<file path="config.mk">
export PLATFORM = sky130hd
export DESIGN_NAME = fetch_pc_unit
export DESIGN_NICKNAME = d
export VERILOG_FILES = /design/src/rtl/fetch_pc_unit.sv
export SDC_FILE = /design/constraint.sdc
export NUM_CORES = 1
export LEC_CHECK = 0
export CORE_ASPECT_RATIO = 0.9
export CORE_MARGIN = 5
export CORE_UTILIZATION = 40
export DETAILED_ROUTE_END_ITERATION = 6
export PLACE_DENSITY = 0.76
export SLEW_MARGIN = 10
export SYNTH_ARGS = -nofsm -noshare
export SYNTH_HDL_FRONTEND = slang
export SYNTH_SLANG_ARGS = --single-unit
export TNS_END_PERCENT = 5
</file>
<file path="constraint.sdc">
create_clock -name clk -period 4.5 [get_ports clk]
set_clock_uncertainty 0.1 [all_clocks]
set_input_delay 0.9 -clock clk [delete_from_list [all_inputs] [get_ports clk]]
set_output_delay 0.9 -clock clk [all_outputs]
set_load 0.05 [all_outputs]
</file>
<file path="src/rtl/fetch_pc_unit.sv">
// Instruction-fetch stage and PC sequencer: fetches one word over req/ack,
// holds it for the decoder, and picks the next PC once the datapath retires it.
module fetch_pc_unit #(
  parameter logic [31:0] RESET_PC = 32'h0000_3000,
  parameter int          MAX_WAIT = 15,
  parameter int          WAIT_W   = 4
) (
  input  logic        clk,
  input  logic        rst,
  output logic        imem_req,
  output logic [31:0] imem_addr,
  input  logic        imem_ack,
  input  logic [31:0] imem_rdata,
  output logic [31:0] instr,
  output logic        instr_valid,
  output logic [31:0] pc,
  output logic [31:0] pc_plus4,
  input  logic        exec_done,
  input  logic        Jump,
  input  logic        Branch,
  input  logic        Not,
  input  logic        PCSrc1,
  input  logic        Zero,
  input  logic [31:0] rs_data,
  output logic [31:0] retired,
  output logic        fetch_err
);

  typedef enum logic [1:0] {IDLE, FETCH, EXEC, HALT} state_t;

  localparam logic [WAIT_W-1:0] WAIT_LIM = WAIT_W'(MAX_WAIT - 1);

  state_t            state_q, state_d;
  logic [31:0]       pc_q, pc_d;
  logic [31:0]       instr_q, instr_d;
  logic [31:0]       retired_q, retired_d;
  logic              err_q, err_d;
  logic [WAIT_W-1:0] wait_q, wait_d;

  logic [31:0] pc_p4, br_off, next_pc;

  assign pc_p4  = pc_q + 32'd4;
  assign br_off = {{14{instr_q[15]}}, instr_q[15:0], 2'b00};

  // Highest priority first: jr, jump, taken branch, fall-through.
  always_comb begin
    next_pc = pc_p4;
    if (PCSrc1 && instr_q[5:0] == 6'h08)
      next_pc = rs_data;
    else if (Jump)
      next_pc = {pc_p4[31:28], instr_q[25:0], 2'b00};
    else if (Branch && (Zero ^ Not))
      next_pc = pc_p4 + br_off;
  end

  always_comb begin
    state_d   = state_q;
    pc_d      = pc_q;
    instr_d   = instr_q;
    retired_d = retired_q;
    err_d     = err_q;
    wait_d    = wait_q;
    unique case (state_q)
      IDLE: state_d = FETCH;
      FETCH: begin
        if (imem_ack) begin
          instr_d = imem_rdata;
          wait_d  = '0;
          state_d = EXEC;
        end else begin
          // ack on the limit cycle is handled above, so only a true miss times out
          wait_d = wait_q + 1'b1;
          if (wait_q == WAIT_LIM) begin
            state_d = HALT;
            err_d   = 1'b1;
          end
        end
      end
      EXEC: begin
        if (exec_done) begin
          retired_d = retired_q + 32'd1;
          if (next_pc[1:0] != 2'b00) begin
            state_d = HALT;
            err_d   = 1'b1;
          end else begin
            pc_d    = next_pc;
            state_d = FETCH;
          end
        end
      end
      HALT: state_d = HALT;
      default: state_d = IDLE;
    endcase
  end

  always_ff @(posedge clk) begin
    if (rst) begin
      state_q   <= IDLE;
      pc_q      <= RESET_PC;
      instr_q   <= '0;
      retired_q <= '0;
      err_q     <= 1'b0;
      wait_q    <= '0;
    end else begin
      state_q   <= state_d;
      pc_q      <= pc_d;
      instr_q   <= instr_d;
      retired_q <= retired_d;
      err_q     <= err_d;
      wait_q    <= wait_d;
    end
  end

  assign imem_req    = (state_q == FETCH);
  assign imem_addr   = pc_q;
  assign instr_valid = (state_q == EXEC);
  assign instr       = instr_q;
  assign pc          = pc_q;
  assign pc_plus4    = pc_p4;
  assign retired     = retired_q;
  assign fetch_err   = err_q;

endmodule

</file>
* Word level (Yosys, flattened, before mapping)
Index checks and enable logic that the tools add are counted.
** Word-level totals
- Bits of input ports :: 73
- Word-level logic and storage cells :: 46
- Register bits :: 103
** Operators by class
- $add $sub $neg :: 4
- Eq/ne operators :: 10
- Muxes and demuxes :: 14
- Reductions and logical operators :: 10
- Bitwise gates (word level) :: 2
** Operators with widths (count)
- $mux W32 :: 3
- $add A32 B1 Y32 const B :: 1
- $add A32 B3 Y32 const B :: 1
- $add A32 B32 Y32 :: 1
- $mux W2 :: 4
- $pmux W2 S4 :: 1
- $eq A6 B4 Y1 const B :: 1
- $ne A2 B1 Y1 const B :: 3
- $reduce_and A2 Y1 :: 3
- $reduce_and A5 Y1 :: 1
- $add A4 B1 Y4 const B :: 1
- $eq A2 B2 Y1 const B :: 2
- $eq A4 B4 Y1 const B :: 1
- $mux W1 :: 4
- $mux W4 :: 1
- $reduce_bool A2 Y1 :: 2
- $ne A3 B1 Y1 const B :: 1
- $reduce_and A3 Y1 :: 1
- $eq A2 B1 Y1 const B :: 1
- $logic_and A1 B1 Y1 :: 2
- $logic_not A2 Y1 :: 1
- $ne A2 B2 Y1 const B :: 1
- $pmux W1 S2 :: 1
- $not A1 Y1 :: 1
- $xor A1 B1 Y1 :: 1

* Depth between registers and ports, before layout
Gate-level depths: netlist of the first run.
- Word-level depth :: 9
- Gate-level depth with buffers :: 17
- Depth with buffers taken out :: 15

* Worst setup path after synthesis of the first run
Ideal clock, no wire load.
- Path kind :: register to register
- Start point :: register pc_q[2], in the netlist imem_addr[2]
- End point :: register pc_q[31], in the netlist imem_addr[31]
- Library setup time :: 0.091 ns
- Slack :: -0.356 ns
- Data required time :: 4.309 ns
- Buffers on the path :: 2
- Stages on the path, launching flop included :: 18
- Arrival :: 4.665 ns
- Cells stage by stage :: dfxtp_1 -> ha_1 -> and4_1 -> clkbuf_1 -> nand3_1 -> nor2_1 -> xor2_1 -> ha_1 -> clkbuf_1 -> a21oi_1 -> o21a_1 -> o2111ai_1 -> a311oi_1 -> o221ai_1 -> a211oi_1 -> xnor2_1 -> nand3_1 -> a311oi_1
** Between the ends
- Cells in the longest elaborated chain, start to end :: 5
** RTL lines
- from (decl) :: line 34 : logic [31:0] pc_q, pc_d;
- from (signal assigned) :: line 106 : pc_q <= pc_d;
- $add A32 B3 Y32 :: line 42 : assign pc_p4 = pc_q + 32'd4;
- net pc_plus4[18] :: line 17 : output logic [31:0] pc_plus4,
- $add A32 B32 Y32 :: line 53 : next_pc = pc_p4 + br_off;
- $mux W32 :: line 52 : else if (Branch && (Zero ^ Not))
- $mux W32 :: line 50 : else if (Jump)
- $mux W32 :: line 48 : if (PCSrc1 && instr_q[5:0] == 6'h08)
The timed path passes the listed nets, and every way through them passes these cells.
A chain may end at the register's enable or synchronous reset.

* Final worst setup path of the first run
- Start point :: register pc_q[11], in the netlist imem_addr[11]
- End point :: output pc_plus4[29]
** Between the ends
- Cells in the longest elaborated chain, start to end :: 1
** RTL lines (line)
- $add A32 B3 Y32 :: 42
- to (decl) :: 17
No other way between the ends.

==> metrics.yaml, run 1 <==
run_status:
  status: "finished clean"
floorplan:
  die_height_um: 137
  core-area_sq_um: 17600
  die_w_um: 151
  start_util_pct: 40.6
  io-pin-count: 236
  num_rows: 46
  dieArea_sq_um: 20600
clock_network:
  cts_buffer_depth: 2
  clockRootBuffer: "clkbuf_16"
  cts_sinks: 103
  clk_latency_ps: 360
  clkTransAtPathRegs_ps: 80
  cts_tree: "built"
  htreeDepth: 3
  cts_made_buffers: 9
  post_cts_buffers: 0
  ctsHoldBuffers: 0
grt:
  grt_max_degree: 65
  overflow: 0
  grt.total_usage_pct: 24.7
  grt_pass1_wl_mm: 40.4
  grt_pass1_vias: 7419
  antenna_found_initial: 1
layout:
  instances_no_fill: 1380
  drive_above_1_share_pct: 5.53
  area_delta_synth_final_pct: 39.1
  multiInputGateArea_sq_um: 4700
  n_fill_cell: 1670
  fin_nets: 1248
  diodes: 0
  ff_latch_area_sq_um: 2060
  final_cell_area_sq_um: 9940
synth:
  asyncSetResetFlopFracSynth_pct: 0
  synth_seq_area_share_pct: 28.8
  synth_compound_area_share_pct: 22.8
  ys_ff_latch: 103
  synth_top_family_by_area: "simple AND/OR/NAND/NOR gates"
  yosys_warnings: 0
  synth.top_cells.by_count: "nand2_1, dfxtp_1, a21oi_1, nor2_1, clkbuf_1"
  synth.most_common_cell: "nand2_1"
  ys.flop_type: "dfxtp_1"
  synth-xor-area-share_pct: 8.45
  muxShareOfSynthArea_pct: 0.560
  yosys.area_share.adder_pct: 7.11
  avgSynthCellArea_sq_um: 7.50
  synth_cell_types: 64
  syn_inst: 953
  synth_area_sq_um: 7150
  synth-simple-area-share_pct: 25.0
  synth.largest_area_cell: "dfxtp_1"
  synth_edf_count: 0
  synth_nets: 1066
  synth_top_area_share_pct: 28.8
  synth_area_leaders: "dfxtp_1, nand2_1, ha_1, a21oi_1, nor2_1"
pwr:
  pwr-share-seq_pct: 41.6
  p_per_area_nw_per_um2: 234
  internal_power_w: 0.00157
  power.total_w: 0.00233
  clockPowerShare_pct: 36.2
  swShare_pct: 32.3
  p_leak_nw: 3.80
  p_switching_w: 0.000752
  comb_power_share_pct: 22.2
  ir_drop_mv: 0.178
worst_setup_path:
  setup.worst_path.start_class: "flop"
  critPathSlowestCell: "clkdlybuf4s50_1"
  crit_type: "flop to primary output"
  critPathMaxStageDelay_ps: 860
  reg2regPathDepth: 15
  arrival_ps: 3290
  path_max_fanout: 6
  crit_path_end_kind: "primary output"
  cp.required_ps: 3500
  path_cells: "and4_1 > and3_1 > nand3_2 > nor4_2 > xor2_1 > clkdlybuf4s50_1"
run:
  max_cap_violations: 0
drt:
  drc: 0
  drt_wl_total_mm: 25.8
  drtIter0Drc: 571
  viasPerCell: 5.56
  ant_nets: 0
  drt_first_pass_iters: 5
  wire_per_inst_um: 18.7
  vias: 7669
timing:
  hold_viol: 0
  timing.final.ws_setup_ps: 209
  finalSetupViolations: 0
  min_period_ps: 4290
  slew-limit-headroom_pct: 51.7
  max_freq_mhz: 233
  timing.final.crit_share_pct: 95.4
  tns_ps: 0
  tightest_slew_ps: 725
  slew_violations: 0
placed_design:
  dp_hpwl_mm: 19.8
  numPortBuffers: 235
  place_area_sq_um: 9620
  place_ws_ps: 153
  dp_cells: 1364
  place_congestion: 0.971
min_path:
  whs_path_depth: 2
  hold_path_class: "flop to flop"
## final timing paths
kind / startpoint / end / slack (ps)
worst min register to register: instr[28] / instr[28] / 360
worst max register to register: imem_addr[11] / imem_addr[31] / 310
worst max-delay path: imem_addr[11] / pc_plus4[29] / 210
worst min-delay path: instr[28] / instr[28] / 360
## cells in the final DEF, fill, tap and decap left out, drive strengths merged, types with 14 or more instances in the layout
cell,count
ha,39
xor2,35
nand3,33
nand2,137
buf,20
a21o,19
clkdlybuf4s50,233
and3,15
or3,16
dfxtp,103
nor3,29
nor2,96
o21ai,36
a21oi,96
xnor2,34
o211ai,14
inv,23
a211oi,23
## layout make-up
cell class	count	share of cell area, %
multi-input cells	747	47.3
repair buffers	253	25.1
flip-flops and latches	103	20.7
well taps	240	3.02
clock buffers	10	2.30
inverters	21	0.793
clock inverters	6	0.780
## layer usage
metal	share of wire (%)	global-route usage [%]	vias up
met5	0.050	0	-
met4	2.0	7.20	2
met3	8.2	5.10	45
met2	46	39.4	306
met1	44	33.8	3583
li1	-	-	3733
## worst max-delay path: cells and delay by family, from the launching register on
kind                   cells  cell delay, ps
buffers and inverters      1             860
flip-flops                 1             470
XOR/XNOR                   1             300
AND/OR/NAND/NOR            4            1290
## metrics by stage
stage / hold WS [ps] / util [%]
6_report: 358 / 56.5
5_1_grt: 379 / 56.5
3_5_place_dp: 349 / 54.6
3_3_place_gp: 342 / 54.6
2_1_floorplan: 358 / -
4_1_cts: 360 / 56.4
## logic make-up after synthesis
logic type               after synthesis
XOR/XNOR                              69
buffers and inverters                103
flip-flops                           103
multiplexers                           4
adder cells (fa/ha/maj)               40
AND/OR/NAND/NOR                      378
AO/OA/AOI/OAI                        256
## power groups by stage
stage / Sequential (W) / Clock (W) / Combinational [W]
2_1_floorplan: 0.00105 / 0 / 0.000246
3_5_place_dp: 0.000990 / 0 / 0.000512
3_3_place_gp: 0.000988 / 0 / 0.000511
5_1_grt: 0.000973 / 0.000893 / 0.000551
4_1_cts: 0.000968 / 0.000852 / 0.000515
6_report: 0.000968 / 0.000842 / 0.000516
## sequential cells by signal (all words and copies together), names as in the netlist
register and flops:
imem_addr 32, instr 32, retired 32, wait_q 4, state_q 2, fetch_err 1
## timing repair
item                       in CTS  in global routing
setup endpoints to repair       0                  7
gates resized for setup         0                  4
hold endpoints to repair        0                  0
No activity file was read; power rests on OpenSTA's default activity.
==> run 2: changes to the inputs <==
--- a/config.mk
+++ b/config.mk
@@ -9,6 +9,7 @@
 export CORE_MARGIN = 5
 export CORE_UTILIZATION = 40
 export DETAILED_ROUTE_END_ITERATION = 6
+export MAX_ROUTING_LAYER = met4
 export PLACE_DENSITY = 0.76
 export SLEW_MARGIN = 10
 export SYNTH_ARGS = -nofsm -noshare
==> constraint.sdc (replaced) <==
create_clock -name clk -period 4.9 [get_ports clk]
set_clock_uncertainty 0.1 [all_clocks]
set_input_delay 0.98 -clock clk [delete_from_list [all_inputs] [get_ports clk]]
set_output_delay 0.98 -clock clk [all_outputs]
set_load 0.05 [all_outputs]
==> run 2 against run 1 <==
Final area fell by 1.9%. First-iteration DRC count fell by 11%. Utilization fell by 1.1 points. Clock power fell by 15%. Final cell count fell by 0.36%. Critical endpoint is now pc_plus4[31]. Largest power group unchanged. Highest routed layer is now met4. Hold slack barely moved. The flow now finishes with violations (design-rule violations).
==> metrics.yaml, run 2 (synthesis gave the netlist of run 1 again) <==
grt:
  overflow: 0
  grt_pass1_wl_mm: 39.2
  grt_max_degree: 69
  grt_pass1_vias: 7114
  antenna_found_initial: 1
  grt.total_usage_pct: 24.7
timing:
  timing.final.crit_share_pct: 94.2
  hold_viol: 0
  slew_violations: 0
  tightest_slew_ps: 980
  finalSetupViolations: 0
  slew-limit-headroom_pct: 34.6
  hold_slack_ps: 358
  tns_ps: 0
  max_freq_mhz: 217
  timing.final.ws_setup_ps: 286
  rsz0062_at_grt: "false"
  min_period_ps: 4610
clock_network:
  htreeDepth: 3
  cts_tree: "built"
  clockRootBuffer: "clkbuf_16"
  cts_sinks: 103
  cts_made_buffers: 9
  clkTransAtPathRegs_ps: 80
  post_cts_resized: 0
  cts_buffer_depth: 2
  post_cts_buffers: 0
  clk_latency_ps: 360
  ctsHoldBuffers: 0
run_status:
  status: "finished, violations left"
  failed_checks: "design-rule violations"
pwr:
  power.total_w: 0.00208
  p_per_area_nw_per_um2: 213
  p_leak_nw: 3.68
  ir_drop_mv: 0.208
floorplan:
  num_rows: 46
  die_height_um: 137
  core-area_sq_um: 17600
  start_util_pct: 40.6
  io-pin-count: 236
  dieArea_sq_um: 20600
  die_w_um: 151
run:
  max_cap_violations: 0
layout:
  drive_above_1_share_pct: 3.44
  final_cell_mix: "clkdlybuf4s50_1, nand2_1, dfxtp_1, nor2_1, a21oi_1"
  area_delta_synth_final_pct: 36.4
  final_cell_area_sq_um: 9750
  final_common_cell: "clkdlybuf4s50_1"
  fin_nets: 1242
worst_setup_path:
  crit_type: "flop to primary output"
  cp.required_ps: 3820
  crit_path_end_kind: "primary output"
  path_cells: "and4_1 > and3_1 > nand3_2 > nor4_2 > nand3_1 > xnor2_1 > clkdlybuf4s50_1"
  arrival_ps: 3530
  crit_family: "simple AND/OR/NAND/NOR gates"
  setup.worst_path.start_class: "flop"
  path_max_fanout: 8
  critPathSlowestCell: "clkdlybuf4s50_1"
  worst-path-buf-inv: 1
  critPathMaxStageDelay_ps: 920
placed_design:
  place_congestion: 0.981
  place_ws_ps: 545
  dp_hpwl_mm: 19.7
  place_area_sq_um: 9460
  numPortBuffers: 235
drt:
  wire_per_inst_um: 18.7
  drt_wl_total_mm: 25.7
  vias: 7669
  drtIter0Drc: 506
  ant_nets: 0
  viasPerCell: 5.58
  drc: 5
  drt_first_pass_iters: 7
min_path:
  hold_path_class: "flop to flop"
-- run 2: per-stage QoR --
step | util (%) | std cells
CTS | 55.3 | 1374
global route | 55.4 | 1375
global placement | 53.7 | 1358
detailed placement | 53.7 | 1358
floorplan | - | 953
finish | 55.4 | 1375
-- run 2: area by class of cell --
type / instances / area [sq um]
Fill cell: 1692 / 7860
Clock buffer: 10 / 229
Inverter: 21 / 78.8
Sequential cell: 103 / 2060
Clock inverter: 6 / 56.3
Timing Repair Buffer: 247 / 2450
Tap cell: 240 / 300
Antenna cell: 1 / 2.50
Multi-Input combinational cell: 747 / 4570
-- run 2: worst paths after layout --
kind | from | to | slack (ps) | cells past startpoint
max | imem_addr[9] | pc_plus4[31] | 290 | 7
min | instr[31] | instr[31] | 360 | 2
max reg2reg | imem_addr[2] | imem_addr[31] | 410 | 15
min reg2reg | instr[31] | instr[31] | 360 | 2
-- run 2: routing by layer --
metal | global-route usage (%) | wire length (um) | up-vias
met2 | 37.9 | 11600 | 300
met4 | 7.20 | 671 | 0
met1 | 33.8 | 11800 | 3599
li1 | - | - | 3726
met5 | - | 0 | -
met3 | 3.84 | 1630 | 44
-- run 2: worst reg2reg max path, cell delays in order (launching register included) --
cell and delay, ps:
dfxtp_1 430, ha_1 270, and4_1 410, nand3_1 190, nor2_1 170, xor2_1 300, ha_1 390, a21oi_1 190
o21a_1 170, o2111ai_1 140, a311oi_1 400, o221ai_1 250, a211oi_1 440, xnor2_1 170, nand3_1 100, a311oi_1 260
-- run 2: power by group --
group	total [W]	leakage (nW)	internal, W	switching [W]
clock network	0.000718	0.143	0.000359	0.000359
registers	0.000890	0.834	0.000858	0.0000324
logic	0.000469	2.71	0.000178	0.000291
